==> src/rtl/ca_pipe_pkg.sv <==
// Shared constants for the EX/MEM/WB pipeline slice: datapath defaults and
// the encodings of the EX operand-mux forwarding selects.
package ca_pipe_pkg;

  localparam int unsigned XLEN_DEF   = 32;
  localparam int unsigned REG_AW_DEF = 5;

  // Operand-mux selects: register file, MEM/WB writeback, EX/MEM ALU result
  localparam logic [1:0] FWD_RF  = 2'b00;
  localparam logic [1:0] FWD_WB  = 2'b01;
  localparam logic [1:0] FWD_MEM = 2'b10;

endpackage : ca_pipe_pkg

==> src/rtl/pipe_reg.sv <==
// Generic pipeline stage register with hold (en) and bubble insert (clr).
module pipe_reg #(
  parameter int unsigned W = 1
) (
  input  logic         clk,
  input  logic         rst_n,
  input  logic         en,
  input  logic         clr,
  input  logic [W-1:0] d,
  output logic [W-1:0] q
);

  // Capture d when enabled; clr loads an all-zero bubble instead
  always_ff @(posedge clk or negedge rst_n) begin
    if (!rst_n) begin
      q <= '0;
    end else if (en) begin
      q <= clr ? '0 : d;
    end
  end

endmodule : pipe_reg

==> src/rtl/ex_mem_wb_pipe.sv <==
// EX/MEM and MEM/WB pipeline registers, data-memory and writeback drive,
// and forwarding-select generation for the EX operand muxes.
module ex_mem_wb_pipe
  import ca_pipe_pkg::*;
#(
  parameter int unsigned XLEN   = XLEN_DEF,
  parameter int unsigned REG_AW = REG_AW_DEF
) (
  input  logic              clk_i,
  input  logic              rst_n_i,
  input  logic              stall_i,
  input  logic              flush_i,
  input  logic [REG_AW-1:0] ex_rd_i,
  input  logic              ex_regwrite_i,
  input  logic              ex_memread_i,
  input  logic              ex_memwrite_i,
  input  logic [XLEN-1:0]   ex_alu_i,
  input  logic [XLEN-1:0]   ex_store_data_i,
  input  logic [REG_AW-1:0] ex_rs1_i,
  input  logic [REG_AW-1:0] ex_rs2_i,
  input  logic [XLEN-1:0]   mem_rdata_i,
  output logic [XLEN-1:0]   mem_alu_o,
  output logic [XLEN-1:0]   mem_wdata_o,
  output logic              mem_re_o,
  output logic              mem_we_o,
  output logic [REG_AW-1:0] wb_rd_o,
  output logic              wb_regwrite_o,
  output logic [XLEN-1:0]   wb_data_o,
  output logic [1:0]        fwd_a_o,
  output logic [1:0]        fwd_b_o,
  output logic              hazard_o
);

  localparam int unsigned EXW = REG_AW + 3 + 2 * XLEN;
  localparam int unsigned WBW = REG_AW + 2 + 2 * XLEN;

  logic [EXW-1:0]    exmem_d, exmem_q;
  logic [WBW-1:0]    memwb_d, memwb_q;
  logic [REG_AW-1:0] mem_rd;
  logic              mem_regwrite;
  logic              mem_memread;
  logic              mem_memwrite;
  logic              wb_memtoreg;
  logic [XLEN-1:0]   wb_alu;
  logic [XLEN-1:0]   wb_rdata;
  logic              stage_en;
  logic              exmem_clr;
  logic              mem_fwd_ok;
  logic              wb_fwd_ok;
  logic              load_pend;

  assign stage_en  = ~stall_i;
  // Flush while stalled is ignored so the held instruction is not lost
  assign exmem_clr = flush_i & ~stall_i;

  assign exmem_d = {ex_rd_i, ex_regwrite_i, ex_memread_i, ex_memwrite_i,
                    ex_alu_i, ex_store_data_i};

  pipe_reg #(.W(EXW)) u_exmem (
    .clk   (clk_i),
    .rst_n (rst_n_i),
    .en    (stage_en),
    .clr   (exmem_clr),
    .d     (exmem_d),
    .q     (exmem_q)
  );

  assign {mem_rd, mem_regwrite, mem_memread, mem_memwrite,
          mem_alu_o, mem_wdata_o} = exmem_q;

  assign mem_re_o = mem_memread;
  assign mem_we_o = mem_memwrite;

  assign memwb_d = {mem_rd, mem_regwrite, mem_memread, mem_alu_o, mem_rdata_i};

  pipe_reg #(.W(WBW)) u_memwb (
    .clk   (clk_i),
    .rst_n (rst_n_i),
    .en    (stage_en),
    .clr   (1'b0),
    .d     (memwb_d),
    .q     (memwb_q)
  );

  assign {wb_rd_o, wb_regwrite_o, wb_memtoreg, wb_alu, wb_rdata} = memwb_q;

  assign wb_data_o = wb_memtoreg ? wb_rdata : wb_alu;

  // A load in EX/MEM has no result yet, so it is excluded from MEM forwarding
  assign mem_fwd_ok = mem_regwrite & (mem_rd != '0) & ~mem_memread;
  assign wb_fwd_ok  = wb_regwrite_o & (wb_rd_o != '0);
  assign load_pend  = mem_regwrite & mem_memread & (mem_rd != '0);

  // Operand selects: youngest producer wins, x0 never matches a non-zero rd
  always_comb begin
    fwd_a_o = FWD_RF;
    if (mem_fwd_ok && (mem_rd == ex_rs1_i)) begin
      fwd_a_o = FWD_MEM;
    end else if (wb_fwd_ok && (wb_rd_o == ex_rs1_i)) begin
      fwd_a_o = FWD_WB;
    end

    fwd_b_o = FWD_RF;
    if (mem_fwd_ok && (mem_rd == ex_rs2_i)) begin
      fwd_b_o = FWD_MEM;
    end else if (wb_fwd_ok && (wb_rd_o == ex_rs2_i)) begin
      fwd_b_o = FWD_WB;
    end

    hazard_o = load_pend & ((mem_rd == ex_rs1_i) | (mem_rd == ex_rs2_i));
  end

endmodule : ex_mem_wb_pipe
==> config.mk <==
export PLATFORM = sky130hd
export DESIGN_NAME = ex_mem_wb_pipe
export DESIGN_NICKNAME = d
export VERILOG_FILES = /design/src/rtl/ca_pipe_pkg.sv /design/src/rtl/pipe_reg.sv /design/src/rtl/ex_mem_wb_pipe.sv
export SDC_FILE = /design/constraint.sdc
export NUM_CORES = 1
export LEC_CHECK = 0
export CAP_MARGIN = 20
export CORE_UTILIZATION = 50
export DETAILED_ROUTE_END_ITERATION = 10
export HOLD_SLACK_MARGIN = 0.12
export PLACE_DENSITY = 0.86
export SLEW_MARGIN = 0
export SYNTH_ARGS = -nofsm -noshare
export SYNTH_HDL_FRONTEND = slang
export SYNTH_SLANG_ARGS = --single-unit
==> constraint.sdc <==
create_clock -name clk_i -period 4.56 [get_ports clk_i]
set_input_delay 0.456 -clock clk_i [delete_from_list [all_inputs] [get_ports clk_i]]
set_output_delay 0.456 -clock clk_i [all_outputs]
set_load 0.005 [all_outputs]
# ---- Word level (Yosys, flattened, before mapping)
# Index checks and enable logic that the tools add are counted.
dict set report totals {
  word_cells 28
  out_inout_bits 109
  reg_bits 143
  inputBits 118
}
dict set report classes {
  reduce_logical 6
  n_bitwise 10
  muxes 6
  eq_ne 4
}
# op n
set op_table {}
lappend op_table {{72-bit two-way mux} 1}
lappend op_table {{32-bit two-way mux} 1}
lappend op_table {{5-bit == test} 4}
lappend op_table {{5-bit nonzero test} 2}
lappend op_table {{1-bit bitwise AND} 7}
lappend op_table {{1-bit logical AND} 4}
lappend op_table {{2-bit two-way mux} 2}
lappend op_table {{1-bit two-way mux} 2}
lappend op_table {{1-bit inverter} 2}
lappend op_table {{1-bit bitwise OR} 1}

# ---- Depth between registers and ports, before layout
dict set report depth {
  depth_word 5
  ltp_mapped 6
  mapped_depth_nobuf 4
}

# ---- By module
# A second synthesis with hierarchy kept.
dict set report unflattened {
  hier_cells 693
  hier_area_um2 6931.6
}
# mod cells_each area_per_inst_um2 seq_area_each_um2 n_inst
set by_module_without_submodules {}
lappend by_module_without_submodules {{pipe_reg (u_exmem)} 311 3156.8 1801.7 1}
lappend by_module_without_submodules {{pipe_reg (u_memwb)} 306 3083.0 1776.7 1}
lappend by_module_without_submodules {ex_mem_wb_pipe 76 691.9 0.0 1}

# ---- Worst setup path before layout
# No wires, ideal clock.
dict set report synth_timing {
  path_kind {register to output}
  start {reg u_exmem.q[68]}
  end {out fwd_a_o[0]}
  path_stages_with_launch 5
  path_buffers 0
  required_time_ns 4.104
  path_slack_ns 2.614
  t_arrival_ns 1.490
  cell_sequence {dfrtp_1 or4_4 o21ai_2 nor4_1 nor4_1}
}
dict set report synth_via {
  elab_chain_cells 5
  elab_cells_between_ends 6
  cone_classes {eq/ne (1); mux (1); bitwise (2); reduce/logical (2)}
}
# item line
set synth_rtl {}
lappend synth_rtl {{from (decl)} pipe_reg.sv:10} ;# output logic [W-1:0] q
lappend synth_rtl {{from (signal assigned)} pipe_reg.sv:18} ;# q <= clr ? '0 : d;
lappend synth_rtl {{5-bit nonzero test} ex_mem_wb_pipe.sv:90} ;# assign mem_fwd_ok = mem_regwrite & (mem_rd != '0) & ~mem_memread;
lappend synth_rtl {{1-bit bitwise AND (2 in series)} ex_mem_wb_pipe.sv:90}
lappend synth_rtl {{1-bit logical AND (*)} ex_mem_wb_pipe.sv:97} ;# if (mem_fwd_ok && (mem_rd == ex_rs1_i)) begin
lappend synth_rtl {{2-bit two-way mux (*)} ex_mem_wb_pipe.sv:97}
lappend synth_rtl {{to (decl)} ex_mem_wb_pipe.sv:29} ;# output logic [1:0] fwd_a_o,
# Mark *: on every way between the ends. The rest lies on a longest branch, timed or not.

# ---- Worst setup path after layout
dict set report layout_timing {
  start {reg u_exmem.q[68]}
  end {out fwd_b_o[0]}
}
dict set report layout_via {
  elab_chain_cells 5
  elab_cells_between_ends 6
  cone_classes {eq/ne (1); mux (1); bitwise (2); reduce/logical (2)}
}
# item line
set layout_rtl {}
lappend layout_rtl {{5-bit nonzero test} ex_mem_wb_pipe.sv:90}
lappend layout_rtl {{1-bit bitwise AND (2 in series)} ex_mem_wb_pipe.sv:90}
lappend layout_rtl {{1-bit logical AND (*)} ex_mem_wb_pipe.sv:104} ;# if (mem_fwd_ok && (mem_rd == ex_rs2_i)) begin
lappend layout_rtl {{2-bit two-way mux (*)} ex_mem_wb_pipe.sv:104}
lappend layout_rtl {{to (decl)} ex_mem_wb_pipe.sv:30} ;# output logic [1:0] fwd_b_o,
# Marks and branches as above.

==> metrics.txt <==
# TYPE chip_impl_metric gauge
chip_impl_metric{name="worstPathArrival",unit="ps"} 2640
chip_impl_metric{name="crit_path_buf_inv_count",unit=""} 1
chip_impl_metric{name="placement.cell_area",unit="sq um"} 8617
chip_impl_info{name="critical_path.cell_chain",value="or4_4 -> o21ai_2 -> nor4_1 -> nor4_1 -> clkdlybuf4s50_1"} 1
chip_impl_metric{name="synth_top_area_share",unit=""} 0.5279
chip_impl_metric{name="timing.final.hold_violations",unit=""} 0
chip_impl_metric{name="yosys_warning_count",unit=""} 0
chip_impl_metric{name="r2r_cells",unit=""} 1
chip_impl_info{name="beginning_of_the_critical_path",value="u_exmem.q[68]"} 1
chip_impl_info{name="worstHoldPathType",value="in -> async"} 1
chip_impl_info{name="crit_top_cell",value="sky130_fd_sc_hd__nor4_1"} 1
chip_impl_metric{name="leakage",unit="nW"} 3.946
chip_impl_metric{name="coreArea",unit="sq um"} 13240
chip_impl_metric{name="detailed_place_hpwl",unit="um"} 10500
chip_impl_metric{name="final.setup.worst_slack",unit="ps"} 1460
chip_impl_info{name="synth_most_common_cell",value="sky130_fd_sc_hd__dfrtp_1"} 1
chip_impl_metric{name="global_route.usage.total",unit=""} 0.2290
chip_impl_info{name="tritoncts",value="built"} 1
chip_impl_metric{name="r2r_slack",unit="ps"} 3320
chip_impl_metric{name="vias_in_the_first_global_route",unit=""} 4928
chip_impl_metric{name="worst_ep_required",unit="ps"} 4100
chip_impl_metric{name="antenna_violating_nets_post_route",unit=""} 0
chip_impl_metric{name="cts_buffers",unit=""} 17
chip_impl_metric{name="gp_congestion",unit=""} 0.9671
chip_impl_metric{name="irDropWorstVdd",unit="mV"} 0.2725
chip_impl_metric{name="timing.max_cap.violations",unit=""} 0
chip_impl_metric{name="drtIter0Drc",unit=""} 264
chip_impl_metric{name="number_of_unique_standard_cell_types_used_by_synthesis",unit=""} 24
chip_impl_metric{name="synthToLayoutAreaGrowth",unit="%"} 36.73
chip_impl_info{name="synth.largest_area_cell",value="sky130_fd_sc_hd__dfrtp_1"} 1
chip_impl_info{name="yosys-top-cells-count",value="sky130_fd_sc_hd__dfrtp_1, sky130_fd_sc_hd__mux2_2, sky130_fd_sc_hd__nand2_1, sky130_fd_sc_hd__nand2b_1, sky130_fd_sc_hd__o21ai_0"} 1
chip_impl_metric{name="postSynthRegisterBits",unit=""} 143
chip_impl_metric{name="post-route-min-period",unit="ps"} 3100
chip_impl_metric{name="clock_latency",unit="ps"} 410
chip_impl_info{name="synthTopCellsByArea",value="sky130_fd_sc_hd__dfrtp_1, sky130_fd_sc_hd__mux2_2, sky130_fd_sc_hd__buf_4, sky130_fd_sc_hd__nand2b_1, sky130_fd_sc_hd__o21ai_0"} 1
chip_impl_metric{name="grt_pass1_wl",unit="um"} 25100
chip_impl_metric{name="drt_drc_violations_left",unit=""} 0
chip_impl_metric{name="antenna_found_initial",unit=""} 0
chip_impl_metric{name="synth_sequential_area_ratio",unit=""} 0.5279
chip_impl_metric{name="max_freq",unit="GHz"} 0.3226
chip_impl_metric{name="detail_route.vias_per_cell",unit=""} 5.012
chip_impl_info{name="clk_root_buffer_cell",value="sky130_fd_sc_hd__clkbuf_16"} 1
chip_impl_metric{name="post_synth_inst_count",unit=""} 603
chip_impl_info{name="worst_r2r_startpoint",value="u_memwb.q[64]"} 1
chip_impl_info{name="timing_worst_setup_path_type",value="reg -> out"} 1
chip_impl_metric{name="syn_nets",unit=""} 721
chip_impl_metric{name="final-setup-viol-count",unit=""} 0
chip_impl_metric{name="fin_tns_setup",unit="ps"} 0
chip_impl_metric{name="cts.repair.resized",unit=""} 0
chip_impl_info{name="critPathSlowestCell",value="sky130_fd_sc_hd__clkdlybuf4s50_1"} 1
chip_impl_metric{name="final_critical_path_share_of_the_clock_period",unit=""} 0.6798
chip_impl_metric{name="slowest_cell_delay_on_critical_path",unit="ps"} 580
chip_impl_metric{name="cts-root-to-sink-buffers",unit=""} 2
chip_impl_metric{name="die_height",unit="um"} 118.4
chip_impl_metric{name="placement_row_count",unit=""} 42
chip_impl_metric{name="worst_pin_slew",unit="ps"} 938.6
chip_impl_metric{name="post-place-ws",unit="ps"} 1664
chip_impl_metric{name="synth_enable_flop_cells",unit=""} 0
chip_impl_metric{name="route.vias.total",unit=""} 4696
chip_impl_metric{name="die_area",unit="sq um"} 14030
chip_impl_metric{name="drt_pass1_iterations",unit=""} 4
chip_impl_metric{name="power_density",unit="nW/um^2"} 382.2
chip_impl_metric{name="htree_num_levels",unit=""} 4
chip_impl_metric{name="grt_max_degree",unit=""} 138
chip_impl_info{name="timing.critical_path.max_delay_family",value="simple AND/OR/NAND/NOR gates"} 1
chip_impl_metric{name="synthesis.area",unit="sq um"} 6779
chip_impl_metric{name="clk_pin_slew",unit="ps"} 60
chip_impl_info{name="regToRegEndpoint",value="u_memwb.q[64]"} 1
chip_impl_metric{name="chipWidth",unit="um"} 118.4
chip_impl_metric{name="routed_wl",unit="um"} 15390
chip_impl_metric{name="tritoncts_num_sinks",unit=""} 143
chip_impl_metric{name="holdBufCountCts",unit=""} 0
chip_impl_info{name="dominantRegCellSynth",value="sky130_fd_sc_hd__dfrtp_1"} 1
chip_impl_metric{name="cts_setup_buffers",unit=""} 0
chip_impl_metric{name="routedWlPerCell",unit="um"} 16.43
chip_impl_metric{name="finalInstanceArea",unit="sq um"} 9269
chip_impl_metric{name="grt.overflow.total",unit=""} 0
chip_impl_metric{name="placement.io_buffers",unit=""} 226
chip_impl_metric{name="maxSlewHeadroom",unit=""} 0.3742
chip_impl_metric{name="antenna_cells",unit=""} 0
chip_impl_info{name="run_status",value="finished, final reports clean"} 1
chip_impl_metric{name="finClkSkew",unit="ps"} 6.168
chip_impl_metric{name="starting_density",unit=""} 0.5119
chip_impl_metric{name="async_reset_ff_frac",unit=""} 1.000
chip_impl_metric{name="num_io_pins",unit=""} 227
chip_impl_metric{name="synth.avg_cell_area",unit="sq um"} 11.24
chip_impl_metric{name="design.final.nets",unit=""} 866
chip_impl_info{name="critPathLaunchType",value="flop"} 1
chip_impl_metric{name="crit_path_max_fanout",unit=""} 5
chip_impl_metric{name="finalMaxSlewViolations",unit=""} 0
chip_impl_info{name="crit_end_category",value="primary output"} 1
chip_impl_metric{name="share_of_final_layout_standard_cells_stronger_than_drive_strength_1",unit=""} 0.1892
chip_impl_info{name="rsz_0062_raised_after_global_routing",value="no"} 1
-- power by group --
part | internal (mW) | switching, mW
Combinational | 0.400 | 0.211
Sequential | 1.39 | 0.0856
Clock | 0.955 | 0.505
Total | 2.74 | 0.802
-- metrics by stage --
stage               cells  hold slack [ps]  power, mW    util
finish                937            170.2      3.542  0.6999
global route          937            253.1      3.690  0.6999
CTS                   936            203.6      3.580  0.6984
detailed placement    904            473.2      2.103  0.6507
global placement      904            467.0      2.078  0.6507
floorplan             603            160.4      1.779       -
-- per-layer routing --
metal	global-route usage	routed length, um	vias to the layer above
met5	0	0	-
met4	0.08149	219	0
met3	0.07191	1010	20
met2	0.3890	7810	158
met1	0.2735	6352	2291
li1	-	-	2227
-- sequential cells by signal (all words and copies together), names as in the netlist --
name and flops:
u_exmem.q 72, u_memwb.q 71
-- worst max-delay path by stage --
stage / endpoint / cells after the start
6_report: fwd_b_o[0] / 5
5_1_grt: fwd_b_o[0] / 5
4_1_cts: fwd_b_o[0] / 5
3_5_place_dp: fwd_b_o[0] / 5
3_3_place_gp: fwd_a_o[0] / 5
2_1_floorplan: fwd_a_o[0] / 4
-- logic make-up after synthesis --
group,count (synthesis),synth area share
DFF,143,0.5279
and+or+nand+nor,156,0.1185
xor gates and xnor gates,20,0.02584
buffers and inverters,105,0.09911
AOI/OAI and AO/OA,76,0.05759
muxes,103,0.1711
-- placed cells by master, fill, tap and decap left out, types with 3 or more instances in the layout --
| cell | netlist | layout |
|---|---|---|
| sky130_fd_sc_hd__nand2b_1 | 71 | 71 |
| sky130_fd_sc_hd__dfrtp_1 | 143 | 143 |
| sky130_fd_sc_hd__mux2_2 | 103 | 103 |
| sky130_fd_sc_hd__clkbuf_16 | 0 | 17 |
| sky130_fd_sc_hd__nand2_1 | 71 | 71 |
| sky130_fd_sc_hd__clkbuf_8 | 0 | 3 |
| sky130_fd_sc_hd__bufinv_16 | 0 | 4 |
| sky130_fd_sc_hd__xnor2_1 | 6 | 6 |
| sky130_fd_sc_hd__clkdlybuf4s50_1 | 0 | 223 |
| sky130_fd_sc_hd__clkinv_2 | 0 | 5 |
| sky130_fd_sc_hd__xor2_1 | 14 | 14 |
| sky130_fd_sc_hd__nor4_1 | 4 | 4 |
| sky130_fd_sc_hd__buf_4 | 69 | 4 |
| sky130_fd_sc_hd__or4_1 | 3 | 3 |
| sky130_fd_sc_hd__o21ai_0 | 71 | 71 |
-- area by class of cell --
cell class | instances | area, sq um
clock inverters | 11 | 161.4
clock buffers | 21 | 470.5
fillers | 971 | 3974
flip-flops and latches | 143 | 3578
well taps | 176 | 220.2
repair buffers | 231 | 2310
multi-input cells | 355 | 2529
(Power assumes the default switching activity.)
